==> src/rtl/hazard_scoreboard.sv <==
// hazard_scoreboard: pipeline hazard unit for RIPTIDE-class cores.
// Tracks in-flight register writes with one down-counter per register.
// Tracks conditional branches with a shift register.
// Holds the decoder in reset for a few cycles after a redirect.
// Freezes the back end through a d-cache miss and the replay cycle that follows it.
// Optional feature: define HAZARD_STATS_EN to add the saturating stall counter
// (without it, stall_count is tied to zero).

// Per-register pending-write counter: counts down from WB_LATENCY to 0.
module hazard_pend_ctr #(
  parameter int WB_LATENCY  = 4,
  parameter int FLUSH_STAGE = 4,
  parameter int PEND_W      = 3
) (
  input  logic clk,
  input  logic RST,
  input  logic load,
  input  logic flush,
  input  logic hold,
  output logic busy
);
  localparam logic [PEND_W-1:0] PEND_MAX = PEND_W'(WB_LATENCY);
  // Counts above this belong to writes younger than the resolving branch.
  localparam logic [PEND_W-1:0] KILL_THR = PEND_W'(WB_LATENCY - FLUSH_STAGE);

  logic [PEND_W-1:0] cnt;

  // A new write wins, then wrong-path kill, then normal aging (frozen by hold).
  always_ff @(posedge clk) begin
    if (RST)                          cnt <= '0;
    else if (load)                    cnt <= PEND_MAX;
    else if (flush && cnt > KILL_THR) cnt <= '0;
    else if (!hold && cnt != '0)      cnt <= cnt - PEND_W'(1);
  end

  assign busy = (cnt != '0);
endmodule

module hazard_scoreboard #(
  parameter int REG_ADDR_W  = 3,
  parameter int WB_LATENCY  = 4,
  parameter int FLUSH_STAGE = 4,
  parameter int FLUSH_HOLD  = 1,
  parameter int STAT_W      = 16
) (
  input  logic                  clk,
  input  logic                  RST,
  input  logic                  issue_valid,
  input  logic                  issue_wren,
  input  logic [REG_ADDR_W-1:0] issue_reg,
  input  logic                  issue_branch,
  input  logic                  rd_en_a,
  input  logic                  rd_en_b,
  input  logic [REG_ADDR_W-1:0] rd_reg_a,
  input  logic [REG_ADDR_W-1:0] rd_reg_b,
  input  logic                  jmp,
  input  logic                  ret,
  input  logic                  br_resolve,
  input  logic                  back_stall,
  input  logic                  d_cache_miss,
  input  logic                  miss_is_write,
  input  logic                  halt,
  output logic                  hazard,
  output logic                  data_hazard,
  output logic                  branch_hazard,
  output logic                  pipeline_flush,
  output logic                  decoder_RST,
  output logic [STAT_W-1:0]     stall_count
);
  localparam int NUM_REGS = 2 ** REG_ADDR_W;
  localparam int PEND_W   = $clog2(WB_LATENCY + 1);
  localparam int HOLD_W   = (FLUSH_HOLD > 0) ? $clog2(FLUSH_HOLD + 1) : 1;

  typedef enum logic [1:0] {S_IDLE, S_MISS, S_REPLAY} miss_state_t;

  logic [NUM_REGS-1:0]    pend_busy;
  logic [FLUSH_STAGE-1:0] br_sr;
  logic [HOLD_W-1:0]      hold_cnt;
  miss_state_t            state, state_nxt;
  logic                   miss_wr;
  logic                   issue_fire, decoder_flush, reg_hazard, miss_hazard, redirect;

  assign issue_fire = issue_valid & ~hazard & ~back_stall;

  // One pending-write counter per architectural register.
  for (genvar r = 0; r < NUM_REGS; r++) begin : g_pend
    hazard_pend_ctr #(
      .WB_LATENCY (WB_LATENCY),
      .FLUSH_STAGE(FLUSH_STAGE),
      .PEND_W     (PEND_W)
    ) u_pend (
      .clk  (clk),
      .RST  (RST),
      .load (issue_fire & issue_wren & (issue_reg == REG_ADDR_W'(r))),
      .flush(br_resolve),
      .hold (back_stall),
      .busy (pend_busy[r])
    );
  end

  // Same-cycle operand check against outstanding writes.
  always_comb begin
    reg_hazard = (rd_en_a & pend_busy[rd_reg_a]) | (rd_en_b & pend_busy[rd_reg_b]);
  end

  // Conditional branches in flight until they reach FLUSH_STAGE; a resolve wipes them all.
  always_ff @(posedge clk) begin
    if (RST || br_resolve) br_sr <= '0;
    else if (!back_stall) begin
      br_sr[0] <= issue_fire & issue_branch;
      for (int i = 1; i < FLUSH_STAGE; i++) br_sr[i] <= br_sr[i-1];
    end
  end

  // An unconditional redirect must wait for older conditional branches to resolve.
  always_comb begin
    redirect      = jmp | ret;
    branch_hazard = redirect & (|br_sr);
    decoder_flush = (redirect & ~branch_hazard) | br_resolve;
  end

  // Stretch the decoder reset FLUSH_HOLD cycles past the flush itself.
  always_ff @(posedge clk) begin
    if (RST)                  hold_cnt <= '0;
    else if (decoder_flush)   hold_cnt <= HOLD_W'(FLUSH_HOLD);
    else if (hold_cnt != '0)  hold_cnt <= hold_cnt - HOLD_W'(1);
  end

  // Miss FSM state register; reset abandons any miss in progress.
  always_ff @(posedge clk) begin
    if (RST) state <= S_IDLE;
    else     state <= state_nxt;
  end

  // Miss FSM next state: one replay cycle after the miss clears.
  always_comb begin
    state_nxt = state;
    case (state)
      S_IDLE:   if (d_cache_miss)  state_nxt = S_MISS;
      S_MISS:   if (!d_cache_miss) state_nxt = S_REPLAY;
      S_REPLAY: state_nxt = S_IDLE;
      default:  state_nxt = S_IDLE;
    endcase
  end

  // Remember whether the miss we entered on was a write miss.
  always_ff @(posedge clk) begin
    if (RST)                                miss_wr <= 1'b0;
    else if (state == S_IDLE && d_cache_miss) miss_wr <= miss_is_write;
  end

  // Miss FSM outputs: write misses also freeze the back end.
  always_comb begin
    miss_hazard = d_cache_miss | (state != S_IDLE);
    data_hazard = (d_cache_miss & miss_is_write) | ((state == S_MISS) & miss_wr);
  end

  // Combined stall and squash outputs.
  always_comb begin
    hazard         = decoder_flush | reg_hazard | branch_hazard | miss_hazard | halt;
    pipeline_flush = br_resolve;
    decoder_RST    = decoder_flush | (hold_cnt != '0) | RST;
  end

`ifdef HAZARD_STATS_EN
  logic [STAT_W-1:0] stat_q;

  // Saturating count of stalled cycles.
  always_ff @(posedge clk) begin
    if (RST)                      stat_q <= '0;
    else if (hazard && stat_q != '1) stat_q <= stat_q + STAT_W'(1);
  end

  assign stall_count = stat_q;
`else
  assign stall_count = '0;
`endif
endmodule

==> config.mk <==
export PLATFORM = sky130hd
export DESIGN_NAME = hazard_scoreboard
export DESIGN_NICKNAME = d
export VERILOG_FILES = /design/src/rtl/hazard_scoreboard.sv
export SDC_FILE = /design/constraint.sdc
export NUM_CORES = 1
export LEC_CHECK = 0
export ABC_AREA = 1
export CORE_ASPECT_RATIO = 2
export CORE_MARGIN = 2
export CORE_UTILIZATION = 40
export DETAILED_ROUTE_END_ITERATION = 7
export PLACE_DENSITY_LB_ADDON = 0.05
export SLEW_MARGIN = 30
export SYNTH_ARGS = -nofsm -noshare
export SYNTH_HDL_FRONTEND = slang
export SYNTH_SLANG_ARGS = --single-unit
==> constraint.sdc <==
create_clock -name clk -period 1.55 [get_ports clk]
set_clock_uncertainty 0.05 [all_clocks]
set_input_delay 0.31 -clock clk [delete_from_list [all_inputs] [get_ports clk]]
set_output_delay 0.31 -clock clk [all_outputs]
set_load 0.01 [all_outputs]
## Yosys cells after proc, flatten, opt, wreduce, memory -nomap -nowiden

Index checks and enable logic that the tools add are counted.

| storage, ports and cells | value |
|---|---|
| register bits | 32 |
| input port bits | 23 |
| output and inout port bits | 21 |
| logic and storage cells | 162 |

| cells by class | value |
|---|---|
| add/sub/neg operators | 9 |
| order comparisons | 10 |
| equality and inequality tests | 10 |
| muxes and demuxes | 33 |
| bitwise operators | 32 |
| reduce and logical (&&, ||, !) cells | 48 |

Operators with widths:

| kind | count |
|---|---|
| 2-to-1 mux 3 bit | 24 |
| nonzero test 3 bit | 16 |
| > comparator 3 x 1 -> 1 bit (second input constant) | 8 |
| OR reduction 3 bit | 8 |
| subtractor 3 x 1 -> 3 bit (second input constant) | 8 |
| AND 1 bit | 18 |
| logical AND 1 bit | 17 |
| == test 3 bit (second input constant) | 4 |
| bitwise OR 1 bit | 11 |
| < comparator 3 x 4 -> 1 bit (second input constant) | 2 |
| binary-select mux 1 bit (select 3 bit) | 2 |
| == test 3 x 2 -> 1 bit (second input constant) | 2 |
| 2-to-1 mux 1 bit | 4 |
| 2-to-1 mux 2 bit | 2 |
| inequality test 2 bit (second input constant) | 2 |
| case mux 2 bit (2 select lines) | 1 |
| OR reduction 4 bit | 1 |
| == test 3 x 1 -> 1 bit (second input constant) | 1 |
| logical NOT 3 bit | 1 |
| inverter 1 bit | 3 |
| == test 2 x 1 -> 1 bit (second input constant) | 1 |
| logical NOT 2 bit | 1 |
| AND reduction 2 bit | 1 |
| nonzero test 2 bit | 1 |
| other kinds (3) | 3 |

## Longest topological paths before layout

| logic depth | value |
|---|---|
| word-level depth | 15 |
| depth in mapped cells | 13 |
| depth with buffers taken out | 13 |

## Cells and area by module

From an unflattened synthesis, not the netlist that was laid out.

| second synthesis, totals | value |
|---|---|
| cell total of the unflattened synthesis | 331 |
| area total of the unflattened synthesis | 2294.7 sq um |

Modules (own cells, without submodules):

| module | instances | cells each | area an instance (sq um) | seq. area each (sq um) |
|---|---|---|---|---|
| hazard_pend_ctr | 8 | 26 | 195.2 | 60.1 |
| hazard_scoreboard | 1 | 123 | 733.2 | 160.2 |

## Worst setup path before layout

Ideal clock, no wire load.

| timing path | value |
|---|---|
| kind | register to output |
| from | register g_pend[1].u_pend.cnt[0] |
| to | output port hazard |
| arrival time | 1.283 ns |
| required time | 1.190 ns |
| path slack | -0.093 ns |
| cell stages (with the launch flop) | 12 |
| buffers on the path | 0 |
| cell sequence | dfxtp_1 inv_1 ha_1 inv_1 nor2_4 nand2_1 nand3_2 nand2_1 nor2_1 nor2_2 nor2_4 inv_1 |

| on the way | value |
|---|---|
| cells in the longest elaborated chain, start to end | 9 |
| elaborated cells on any way between the ends | 12 |
| classes of those cells | mux: 4; bitwise: 7; reduce/logical: 1 |

RTL lines:

| element | line | text |
|---|---|---|
| start, declared | 26 | `logic [PEND_W-1:0] cnt;` |
| start signal, assigned | 33 | `else if (!hold && cnt != '0) cnt <= cnt - PEND_W'(1);` |
| nonzero test 3 bit * | 36 | `assign busy = (cnt != '0);` |
| binary-select mux 1 bit (select 3 bit) | 103 | `reg_hazard = (rd_en_a & pend_busy[rd_reg_a]) \| (rd_en_b & pend_busy[rd_reg_b]);` |
| 2-to-1 mux 1 bit (implied by the code) | 103 |  |
| AND 1 bit | 103 |  |
| bitwise OR 1 bit * | 103 |  |
| bitwise OR 1 bit * (4 in a row) | 160 | `hazard = decoder_flush \| reg_hazard \| branch_hazard \| miss_hazard \| halt;` |
| end, declared | 63 | `output logic hazard,` |

Every way passes the cells marked *; elsewhere a longest branch is shown, timed or not. The select of a mux whose other input is x is not followed.

## Final worst setup path

| timing path | value |
|---|---|
| from | register g_pend[0].u_pend.cnt[1] |
| to | output port hazard |

| on the way | value |
|---|---|
| cells in the longest elaborated chain, start to end | 9 |
| elaborated cells on any way between the ends | 12 |
| classes of those cells | mux: 4; bitwise: 7; reduce/logical: 1 |

RTL lines:

| element | line |
|---|---|
| start, declared | 26 |
| start signal, assigned | 33 |
| nonzero test 3 bit * | 36 |
| binary-select mux 1 bit (select 3 bit) | 103 |
| 2-to-1 mux 1 bit (implied by the code) | 103 |
| AND 1 bit | 103 |
| bitwise OR 1 bit * | 103 |
| bitwise OR 1 bit * (4 in a row) | 160 |

Marked as above.

==> flow_summary_export.csv <==
group,metric,value,unit
critical_path,path_cells,"inv_2, ha_4, inv_2, nor2_4, nand2_1, nand3_1, nand3_1, nand3_2, nand2_2, nor2_4, inv_2, buf_6",
clocking,htreeDepth,2,
clocking,clockRootBuffer,"clkbuf_8",
cells_and_area,final_util,62.4,%
status,status,"complete, but fails checks",
timing,setup_slack,-405,ps
critical_path,startpoint_type,"flop",
placed_design,hpwlAfterDp,4.31,mm
logic_synthesis,synthDistinctLibCells,28,
die,initial_utilization,41.8,%
timing,min_period,1950,ps
routing,wirelength,5.51,mm
routing,routedWlPerCell,11.6,um
critical_path,startpoint,"g_pend[0].u_pend.cnt[1]",
power,pwr-share-clk,11.2,%
clocking,clk_latency,290,ps
die,io_pins,44,
routing,vias,2249,
placed_design,place_congestion,0.872,
global_routing,gr-usage-all-layers,19.6,%
power,ir_drop,1200,uV
cells_and_area,num_antenna_cells,0,
logic_synthesis,async_flop_share,0,%
clocking,cts_buffers,5,
clocking,clk_pin_slew_worst_paths,60,ps
power,p_comb_share,65.8,%
critical_path,r2r_end,"g_pend[7].u_pend.cnt[1]",
critical_path,cp.arrival,1590,ps
clocking,tritoncts,"built",
global_routing,antenna_found_initial,0,
die,core,5140,sq um
routing,route.detailed.drc,0,
global_routing,grt_max_degree,19,
logic_synthesis,syn_inst,315,
cells_and_area,fillers,497,
flow_run,maxCapViolations,0,
logic_synthesis,ys_top_cells_by_count,"nand2_1 (55), inv_1 (44), nor2_1 (41)",
critical_path,r2r_slack,-290,ps
timing,rsz0062_at_grt,"true",
logic_synthesis,avgSynthCellArea,6.82,sq um
power,p_int,3.32,mW
critical_path,ff2ff_path_depth,15,
global_routing,grt-ovfl-total,0,
power,pwr-share-seq,23.0,%
placed_design,io_buffers,27,
global_routing,grt_pass1_wl,9.18,mm
critical_path,critPathCaptureType,"output port",
power,cellPowerDensity,1700,nW/um^2
power,switching_share,39.2,%
logic_synthesis,synth_ff_type,"dfxtp_1",
cells_and_area,nets,457,
clocking,clockBufferDepth,2,
logic_synthesis,synth-edff-count,0,
logic_synthesis,syn_area,2150,sq um
timing,tns,-6260,ps
logic_synthesis,yosysMostFrequentCell,"nand2_1",
logic_synthesis,synth_top_area_share,29.8,%
logic_synthesis,yosys-top-cells-area,"dfxtp_1 (30%), nand2_1 (9.6%), ha_1 (9.3%)",
timing,post-route-period-util,126,%
die,die_h,108,um
cells_and_area,drive_gt1_share,35.2,%
power,p_leak,1.50,nW
critical_path,required,1190,ps
critical_path,cpPeakStageDelay,320,ps
timing,hold_viol_final,0,
logic_synthesis,synth_seq_cells,32,
placed_design,place_inst,458,
die,die_w,55.8,um
logic_synthesis,synth.largest_area_cell,"dfxtp_1",
routing,drt_iter0_drc,46,
timing,setup_viol,27,
critical_path,reg2reg_from,"g_pend[0].u_pend.cnt[1]",
clocking,numClockSinks,32,
min_path,worstHoldStart,"miss_wr",
min_path,hold_path_class,"flop to flop",
logic_synthesis,yosysWarningCount,0,
cells_and_area,area_delta_synth_final,49.2,%
min_path,worstHoldEndpoint,"miss_wr",
critical_path,critical_path_class,"flop to output port",
power,switchingPower,2.14,mW
cells_and_area,final_cell_area,3200,sq um
routing,final_antenna_net_count,0,
routing,first_pass_iters,5,
min_path,hold_depth,2,
logic_synthesis,seq_area_frac_synth,29.8,%
timing,timing.hold.ws,415,ps
routing,vias_per_cell,4.72,
critical_path,cpMostUsedCell,"inv_2",
global_routing,first_global_vias,2207,
timing,max_freq,512,MHz
die,die_area,6010,sq um
status,violations,"setup timing",
cells_and_area,layoutNonFillerInstCount,476,
placed_design,placed_area,2890,sq um
critical_path,crit_fanout,3,
critical_path,critPathSlowestCell,"dfxtp_2",
die,rows,37,
timing,drv_slew,0,
cells in the final DEF (no fill, tap or decap), types with 8 or more instances in the layout:
master	n
nor2_1	38
clkdlybuf4s50_1	19
conb_1	16
nor3_1	8
nand2_1	52
buf_4	74
inv_2	20
nand3_1	31
a21oi_1	12
dfxtp_2	10
ha_4	8
ha_1	8
xor2_1	9
nand4_1	8
inv_1	27
dfxtp_1	22
sequential cells by signal (all words and copies together) (netlist names):
register	cells
g_pend.u_pend.cnt	24
br_sr	4
state	2
hold_cnt	1
miss_wr	1
critical path, delay by kind of cell (launching register included):
kind,cells,cell delay (ps)
AND/OR/NAND/NOR,7,590
flip-flops,1,320
buffers and inverters,4,270
adder cells (fa/ha/maj),1,130
routing by layer:
| layer | vias to the layer above | wire, um | track usage, % |
|---|---|---|---|
| li1 | 1172 | - | - |
| met1 | 1027 | 2170 | 19.3 |
| met2 | 40 | 3040 | 38.0 |
| met3 | 10 | 176 | 3.73 |
| met4 | 0 | 124 | 9.23 |
| met5 | - | 0 | 0 |
timing repair:
action | CTS | global route
endpoints found under the setup margin | 30 | 28
setup buffers | 10 | 2
hold buffers | 0 | 0
resized for setup | 61 | 13
hold endpoints to repair | 0 | 0
cloned | 0 | 0
pin swaps | 17 | 16
per-stage QoR:
step | setup WS (ps) | power (mW)
after global routing | -523 | 5.99
after floorplan | -4.33 | 3.00
final | -405 | 5.46
after CTS | -408 | 5.38
after global placement | -821 | 4.25
after detailed placement | -871 | 4.29
power by group through the flow:
stage	sequential, mW	clock [mW]	combinational, mW
floorplan	1.22	0	1.78
global placement	1.23	0	3.02
detailed placement	1.24	0	3.05
CTS	1.25	0.634	3.49
global route	1.29	0.655	4.05
finish	1.26	0.611	3.59
kinds of logic (layout without fill, tap and decap cells):
kind of cell / count (synthesis) / count (layout) / share of synthesized area (%)
simple gates: 161 / 161 / 35.3
buf+inv: 68 / 156 / 15.0
flops: 32 / 32 / 29.8
compound gates: 28 / 28 / 6.76
fa+ha+maj: 16 / 16 / 9.32
xor+xnor: 9 / 9 / 3.67
other cells: 1 / 16 / 0.175
layout make-up:
cell class	count	area [sq um]	share of cell area, %
Multi-Input combinational cell	230	1410	43.9
Timing Repair Buffer	102	818	25.5
Sequential cell	32	653	20.4
Inverter	47	176	5.51
Clock buffer	6	72.6	2.26
Tap cell	58	72.6	2.26
Clock inverter	1	5.00	0.156
worst max path at each step:
stage,endpoint,cells past startpoint
6_report,hazard,12
5_1_grt,hazard,12
2_1_floorplan,hazard,11
3_3_place_gp,hazard,10
4_1_cts,hazard,12
3_5_place_dp,hazard,10
Power figures use the tool's default switching activity.
